`src/rtl/sar_conv_ctrl.sv`:
```
// Sequencer for a SAR ADC core: runs 2^avg_log2 conversions per request,
// accumulates the results and presents the truncated mean on a valid/ready port.
module sar_conv_ctrl #(
   parameter int unsigned NBITS       = 11,
   parameter int unsigned CONV_CYCLES = 13
) (
   input  logic             clock,
   input  logic             reset_n,
   input  logic             start,
   input  logic [1:0]       avg_log2,
   input  logic [NBITS-1:0] sar_result,
   output logic             sar_rst_n,
   output logic             sar_clk_en,
   output logic             busy,
   output logic [NBITS-1:0] out_data,
   output logic             out_valid,
   input  logic             out_ready
);

   localparam int unsigned AW = NBITS + 3;
   localparam int unsigned CW = $clog2(CONV_CYCLES);
   localparam int unsigned SW = 4;

   typedef enum logic [2:0] {
      S_IDLE = 3'd0,
      S_ARM  = 3'd1,
      S_CONV = 3'd2,
      S_ACC  = 3'd3,
      S_DONE = 3'd4
   } state_e;

   state_e           state_q, state_d;
   logic [CW-1:0]    cyc_q, cyc_d;
   logic [SW-1:0]    smp_q, smp_d;
   logic [1:0]       avg_q, avg_d;
   logic [AW-1:0]    acc_q, acc_d;
   logic [NBITS-1:0] out_data_q, out_data_d;
   logic             sar_rst_n_q, sar_rst_n_d;
   logic             sar_clk_en_q, sar_clk_en_d;
   logic             busy_q, busy_d;
   logic             out_valid_q, out_valid_d;

   logic             xfer;
   logic             last_cyc;
   logic             last_smp;
   logic [AW-1:0]    acc_sum;

   assign xfer     = (state_q == S_DONE) && out_ready;
   assign last_cyc = (cyc_q == CW'(CONV_CYCLES - 1));
   assign last_smp = ((smp_q + SW'(1)) == (SW'(1) << avg_q));
   assign acc_sum  = acc_q + AW'(sar_result);

   // State register
   always_ff @(posedge clock) begin
      if (!reset_n) begin
         state_q <= S_IDLE;
      end else begin
         state_q <= state_d;
      end
   end

   // Next-state logic
   always_comb begin
      state_d = state_q;
      unique case (state_q)
         S_IDLE: if (start) state_d = S_ARM;
         S_ARM:  state_d = S_CONV;
         S_CONV: if (last_cyc) state_d = S_ACC;
         S_ACC:  state_d = last_smp ? S_DONE : S_ARM;
         S_DONE: if (xfer) state_d = start ? S_ARM : S_IDLE;
         default: state_d = S_IDLE;
      endcase
   end

   // Output decode from the upcoming state so every output leaves a flop
   always_comb begin
      sar_rst_n_d  = 1'b0;
      sar_clk_en_d = 1'b0;
      busy_d       = 1'b1;
      out_valid_d  = 1'b0;
      unique case (state_d)
         S_IDLE: busy_d = 1'b0;
         S_ARM:  ;
         S_CONV: begin
            sar_rst_n_d  = 1'b1;
            sar_clk_en_d = 1'b1;
         end
         S_ACC:  sar_rst_n_d = 1'b1;
         S_DONE: begin
            sar_rst_n_d = 1'b1;
            out_valid_d = 1'b1;
         end
         default: busy_d = 1'b0;
      endcase
   end

   // Counters, accumulator and result register
   always_comb begin
      cyc_d      = cyc_q;
      smp_d      = smp_q;
      avg_d      = avg_q;
      acc_d      = acc_q;
      out_data_d = out_data_q;
      unique case (state_q)
         S_IDLE: begin
            if (start) begin
               avg_d = avg_log2;
               acc_d = '0;
               smp_d = '0;
            end
         end
         S_ARM:  cyc_d = '0;
         S_CONV: cyc_d = cyc_q + CW'(1);
         S_ACC: begin
            acc_d = acc_sum;
            smp_d = smp_q + SW'(1);
            if (last_smp) out_data_d = NBITS'(acc_sum >> avg_q);
         end
         S_DONE: begin
            if (xfer && start) begin
               avg_d = avg_log2;
               acc_d = '0;
               smp_d = '0;
            end
         end
         default: ;
      endcase
   end

   always_ff @(posedge clock) begin
      if (!reset_n) begin
         cyc_q        <= '0;
         smp_q        <= '0;
         avg_q        <= '0;
         acc_q        <= '0;
         out_data_q   <= '0;
         sar_rst_n_q  <= 1'b0;
         sar_clk_en_q <= 1'b0;
         busy_q       <= 1'b0;
         out_valid_q  <= 1'b0;
      end else begin
         cyc_q        <= cyc_d;
         smp_q        <= smp_d;
         avg_q        <= avg_d;
         acc_q        <= acc_d;
         out_data_q   <= out_data_d;
         sar_rst_n_q  <= sar_rst_n_d;
         sar_clk_en_q <= sar_clk_en_d;
         busy_q       <= busy_d;
         out_valid_q  <= out_valid_d;
      end
   end

   assign sar_rst_n  = sar_rst_n_q;
   assign sar_clk_en = sar_clk_en_q;
   assign busy       = busy_q;
   assign out_data   = out_data_q;
   assign out_valid  = out_valid_q;

endmodule

```
`config.mk`:
```
export PLATFORM = sky130hd
export DESIGN_NAME = sar_conv_ctrl
export DESIGN_NICKNAME = d
export VERILOG_FILES = /design/src/rtl/sar_conv_ctrl.sv
export SDC_FILE = /design/constraint.sdc
export NUM_CORES = 1
export LEC_CHECK = 0
export BUFFER_PORTS_ARGS = -buffer_cell sky130_fd_sc_hd__buf_2
export CORE_MARGIN = 4
export CORE_UTILIZATION = 55
export DETAILED_ROUTE_END_ITERATION = 10
export PLACE_DENSITY = 0.87
export SKIP_CTS_REPAIR_TIMING = 1
export SLEW_MARGIN = 20
export SYNTH_ARGS = -nofsm -noshare
export SYNTH_HDL_FRONTEND = slang
export SYNTH_SLANG_ARGS = --single-unit
```
`constraint.sdc`:
```
create_clock -name clock -period 2.8 [get_ports clock]
set_input_delay 0.28 -clock clock [delete_from_list [all_inputs] [get_ports clock]]
set_output_delay 0.28 -clock clock [all_outputs]
set_load 0.05 [all_outputs]
```
Yosys cells after proc, flatten, opt, wreduce, memory -nomap -nowiden
Index checks and enable logic that the tools add are counted.
W data, S select, Z words.

word-level totals
  memory bits (read-only) = 0
  memory bits (writable) = 0
  bits in latches = 0
  memories = 0
  flip-flop bits (word level) = 42

operators by class
  shifts and indexed selects = 2
  reduce and logical (&&, ||, !) cells = 11
  add/subtract/negate cells = 3
  order comparisons = 0
  equality and inequality tests = 12
  div/mod/pow operators = 0
  multipliers = 0
  mux-type cells = 20
  bitwise logic cells = 0

operator list
  kind                   count
  $pmux W14 S3           1
  $mux W14               2
  $pmux W3 S5            1
  $add A14 B11 Y14       1
  $shr A14 B2 Y11        1
  $eq A3 B2 Y1 const B   4
  $mux W3                4
  $pmux W4 S3            1
  $add A4 B1 Y4 const B  2
  $mux W4                2
  $pmux W4 S2            1
  $eq A3 B1 Y1 const B   2
  $eq A3 B3 Y1 const B   2
  $reduce_and A3 Y1      2
  $mux W1                5
  $eq A4 B4 Y1           1
  $eq A4 B4 Y1 const B   1
  $mux W2                2
  $pmux W2 S2            1
  $reduce_bool A2 Y1     2
  $reduce_or A4 Y1       1
  $shl A1 B2 Y4 const A  1
  $logic_not A3 Y1       1
  $reduce_bool A3 Y1     1
  5 further kinds        6

Logic depth before layout (Yosys ltp)
  word-level depth = 7
  gate-level depth with buffers = 11
  depth with buffers taken out = 11

Worst setup path after synthesis
OpenSTA, ideal clock, no wires.

  kind = flip-flop to flip-flop
  start = register acc_q[0]
  end = register out_data_q[8] (netlist: out_data[8])
  arrival = 2.219 ns
  period minus slack after synthesis = 2.289 ns
  slack = 0.511 ns
  cell stages (with the launch flop) = 12
  cells stage by stage = dfxtp_1 > ha_1 > inv_1 > fa_1 > nor2b_1 > o2111ai_2 > nand4b_1 > nand2_1 > xor2_1 > mux2_2 > mux2_2 > a21oi_1

between the ends
  longest elaborated chain between the ends = 2

ends and longest elaborated chain
  item                    line  text
  from (decl)             36    logic [AW-1:0] acc_q, acc_d;
  from (signal assigned)  135   acc_q <= '0;
  from (signal assigned)  145   acc_q <= acc_d;
  $add A14 B11 Y14        51    assign acc_sum = acc_q + AW'(sar_result);
  $shr A14 B2 Y11         117   if (last_smp) out_data_d = NBITS'(acc_sum >> avg_q);
  to (signal assigned)    146   out_data_q <= out_data_d;
  to (decl)               37    logic [NBITS-1:0] out_data_q, out_data_d;

Every way passes these cells.
A chain may end at the register's enable or synchronous reset.

Worst setup path in the final report
  start = register acc_q[0]
  end = register out_data_q[7] (netlist: out_data[7])

The elaborated chain is that of the path after synthesis.

==> results <==
- Counting distinct cell types in the post-synthesis netlist gives 52.
- The setup TNS after final layout is 0 ps.
- From synthesis to final layout, the design area changed by 10.6%.
- The post-synthesis sequential area ratio is 0.324.
- The routed via count divided by cell count is 5.96.
- The share of synthesized area in the top cell type comes to 0.324.
- The worst setup path is captured at a register.
- For this design the static power due to leakage is 1.22 nW.
- The clock-pin slew of the registers on the worst-case setup and hold paths is 90 ps.
- In the global route stage, overall resource usage came out at 0.206.
- The register bit count reported by yosys is 42.
- TritonCTS created 5 clock buffers.
- The worst slew slack as a fraction of its limit is 0.561.
- The Yosys step of the flow raised 0 warnings.
- The fraction of synthesis flops using an asynchronous set or reset pin is 0.
- For this block, the via count after detailed routing is 2332.
- The post-route fraction of the period consumed by the critical path is 0.920.
- The final count of pins violating max slew is 0.
- The synthesized area is 2590 um^2.
- The number of DRC markers after the initial detailed-route iteration is 163.
- At the end of routability-driven placement, the weighted congestion stood at 0.833.
- The maximum cell stage delay along the critical path is 410 ps.
- The height of the die is 76.7 um.
- In the synthesized netlist the dominant register cell turns out to be dfxtp_1.
- Sorting the synthesized cells by area gives the leading types as dfxtp_1 32%, ha_1 6.8%, nor2b_1 4.8%.
- The worst-case IR drop observed on VDD is 0.000317 V.
- The TritonCTS clock tree is built.
- Across the run, the number of max-cap violations was 0.
- The standard cell with the maximum stage delay on the critical path is fa_1.
- Once placement completed, the tool counted placed cells totaling 383.
- The gate count of the mapped netlist is 310.
- In this run the deepest clock path goes through 2 buffers.
- Setup violations remaining at the end of the flow were counted as 0.
- The initial antenna violation count was 0.
- The layout has 375 filler cells.
- The cell row count is 24.
- The worst clock skew is 3.54 ps.
- In the final design database the tool counted 370 nets.
- The hold violation total from the final report is 0.
- The proportion of layout cells with a drive suffix above 1 is 0.171.
- Yosys mapped a number of flops with a built-in enable equal to 0.
- The detail route stage leaves a number of antenna-violating nets equal to 0.
- The later pin in the worst-skew pair is clocked with a latency of 310 ps.
- The worst setup path is launched from a register.
- For the worst setup path, the data required time is 3000 ps.
- The flow ran to the end, and the final reports show no timing, DRC or antenna violations.
- The first global-routing pass estimated 9940 um of wire.
- Hold is met by 233 ps.
- Traced cell by cell, the critical path runs through ha_1 > inv_1 > fa_1 > nor2b_1 > o2111ai_2 > nand4b_1 > nand2_1 > xor2_1 > a21oi_1 > and2_1 > a211o_1.
- Overall power consumption after layout is estimated at 1.28 mW.
- Derived from the worst setup path, the maximum achievable clock frequency is 388 MHz.
- The transition time at the pin with the least slew margin is 658 ps.
- From left edge to right edge, the die measures 76.7 um.
- The most common library cell in the layout ignoring fill and taps is dfxtp_1.
- For the worst setup path, the data arrival time is 2780 ps.
- The utilization after layout is 0.645.
- The effective utilization at floorplan is 0.583.
- The power density of the placed cells is 448 nW/um^2.
- The sink count of the clock tree is 42.
- The average cell area after synthesis is 8.36 um^2.
- The area enclosed by the die boundary is 5880 um^2.
- The via count of the first global-routing pass is 2095.
- The tree is rooted in a clkbuf_8.
- 32 I/O pins were placed.
- The total area inside the core boundary comes to 4440 um^2.
- The category of the most critical setup path is reg2reg.
- After detailed routing, the average wire length per cell comes to 14.7 um.
- The critical-path maximum fanout is 3.
- Entering global routing, the biggest net connects 45 pins.
- The number of antenna diodes in the final layout is 0.
- The first-pass iteration count of the detailed router is 5.
- The top cell types in the final layout, fill and taps aside, are 42 x dfxtp_1, 31 x buf_2, 24 x nand2_1.
- The HPWL after detailed placement is 4090 um.
- When the netlist entered floorplanning its net count stood at 342.
- The synthesized design spends more area on one cell type than any other, namely dfxtp_1.
- The H-tree generated during clock tree synthesis spans 2 levels.
- Setup repair after global routing left no endpoint under its margin.
- The count of cells in the finished layout, fillers not included, comes to 391.
- Summed over all layers, the global routing overflow is 0.
- The tightest min-delay check is of the in2reg type.
- The final wirelength is 5730 um.
- The routed design could run at a clock period as short as 2580 ps.
- The count of input and output buffers is 31.
- The total DRC errors in the routed layout is 0.
cells by family after synthesis:
| family | after synthesis | synth area share |
|---|---|---|
| AOI/OAI and AO/OA | 88 | 0.228 |
| xor gates and xnor gates | 14 | 0.0502 |
| adders and majority gates | 15 | 0.0753 |
| buffers and inverters | 25 | 0.0415 |
| DFF | 42 | 0.324 |
| muxes | 11 | 0.0449 |
| and+or+nand+nor | 115 | 0.236 |
Yosys cell counts (all sizes together), types with 4 or more instances:
cell type,instances
ha,14
nor2b,20
nand3,9
o21a,4
a31oi,4
nand2,24
mux2i,6
mux2,5
a211oi,6
dfxtp,42
buf,6
and2,13
inv,10
xor2,7
xnor2,7
nor2,22
nand2b,6
and3,7
a22oi,9
o21ai,25
a21oi,16
a21boi,6
clkbuf,8
nor3,5
o211ai,4
layer usage:
metal | global-route usage | wire length (um) | vias up | share of wire
li1 | - | - | 1156 | -
met1 | 0.283 | 2660 | 1091 | 0.46
met2 | 0.318 | 2620 | 72 | 0.46
met3 | 0.0457 | 348 | 13 | 0.061
met4 | 0.0688 | 104 | 0 | 0.018
met5 | 0 | 0 | - | 0
flip-flops by register name (all words and copies together), names as in the netlist:
| register | cells |
|---|---|
| busy | 1 |
| cyc_q | 4 |
| state_q | 3 |
| out_valid | 1 |
| sar_clk_en | 1 |
| out_data | 11 |
| acc_q | 14 |
| sar_rst_n | 1 |
| smp_q | 4 |
| avg_q | 2 |
critical path, delay by kind of cell, from the launching register on:
kind | cells | cell delay, ps
adders and majority gates | 2 | 600
AOI/OAI and AO/OA | 3 | 570
DFF | 1 | 340
xor gates and xnor gates | 1 | 240
buffers and inverters | 1 | 70
and+or+nand+nor | 4 | 670
per-stage QoR:
step,instance area [um^2],setup WS (ps)
finish,2870,223
global route,2870,12.5
CTS,2870,254
detailed placement,2780,245
global placement,2780,316
floorplan,2590,511
path summary, 6_finish.rpt:
kind / cells after the start / end / startpoint / slack, ps
max: 11 / out_data[7] / acc_q[0] / 220
min: 3 / avg_q[1] / avg_log2[1] / 230
max reg2reg: 11 / out_data[7] / acc_q[0] / 220
min reg2reg: 2 / out_data[5] / out_data[5] / 460
cell type report:
type,instances,area (um^2),area share
multi-input combinational,243,1640,0.574
sequential,42,841,0.293
timing repair buffer,35,185,0.0646
clock buffer,5,68.8,0.0240
tap,52,65.1,0.0227
inverter,11,41.3,0.0144
clock inverter,3,21.3,0.00742
power by group:
part           leakage [nW]  total (mW)  internal (mW)  switching, mW
logic                 0.831       0.241         0.0877          0.153
clock network        0.0441       0.407          0.175          0.231
registers             0.340       0.636          0.615         0.0213
Power figures use the tool's default switching activity.
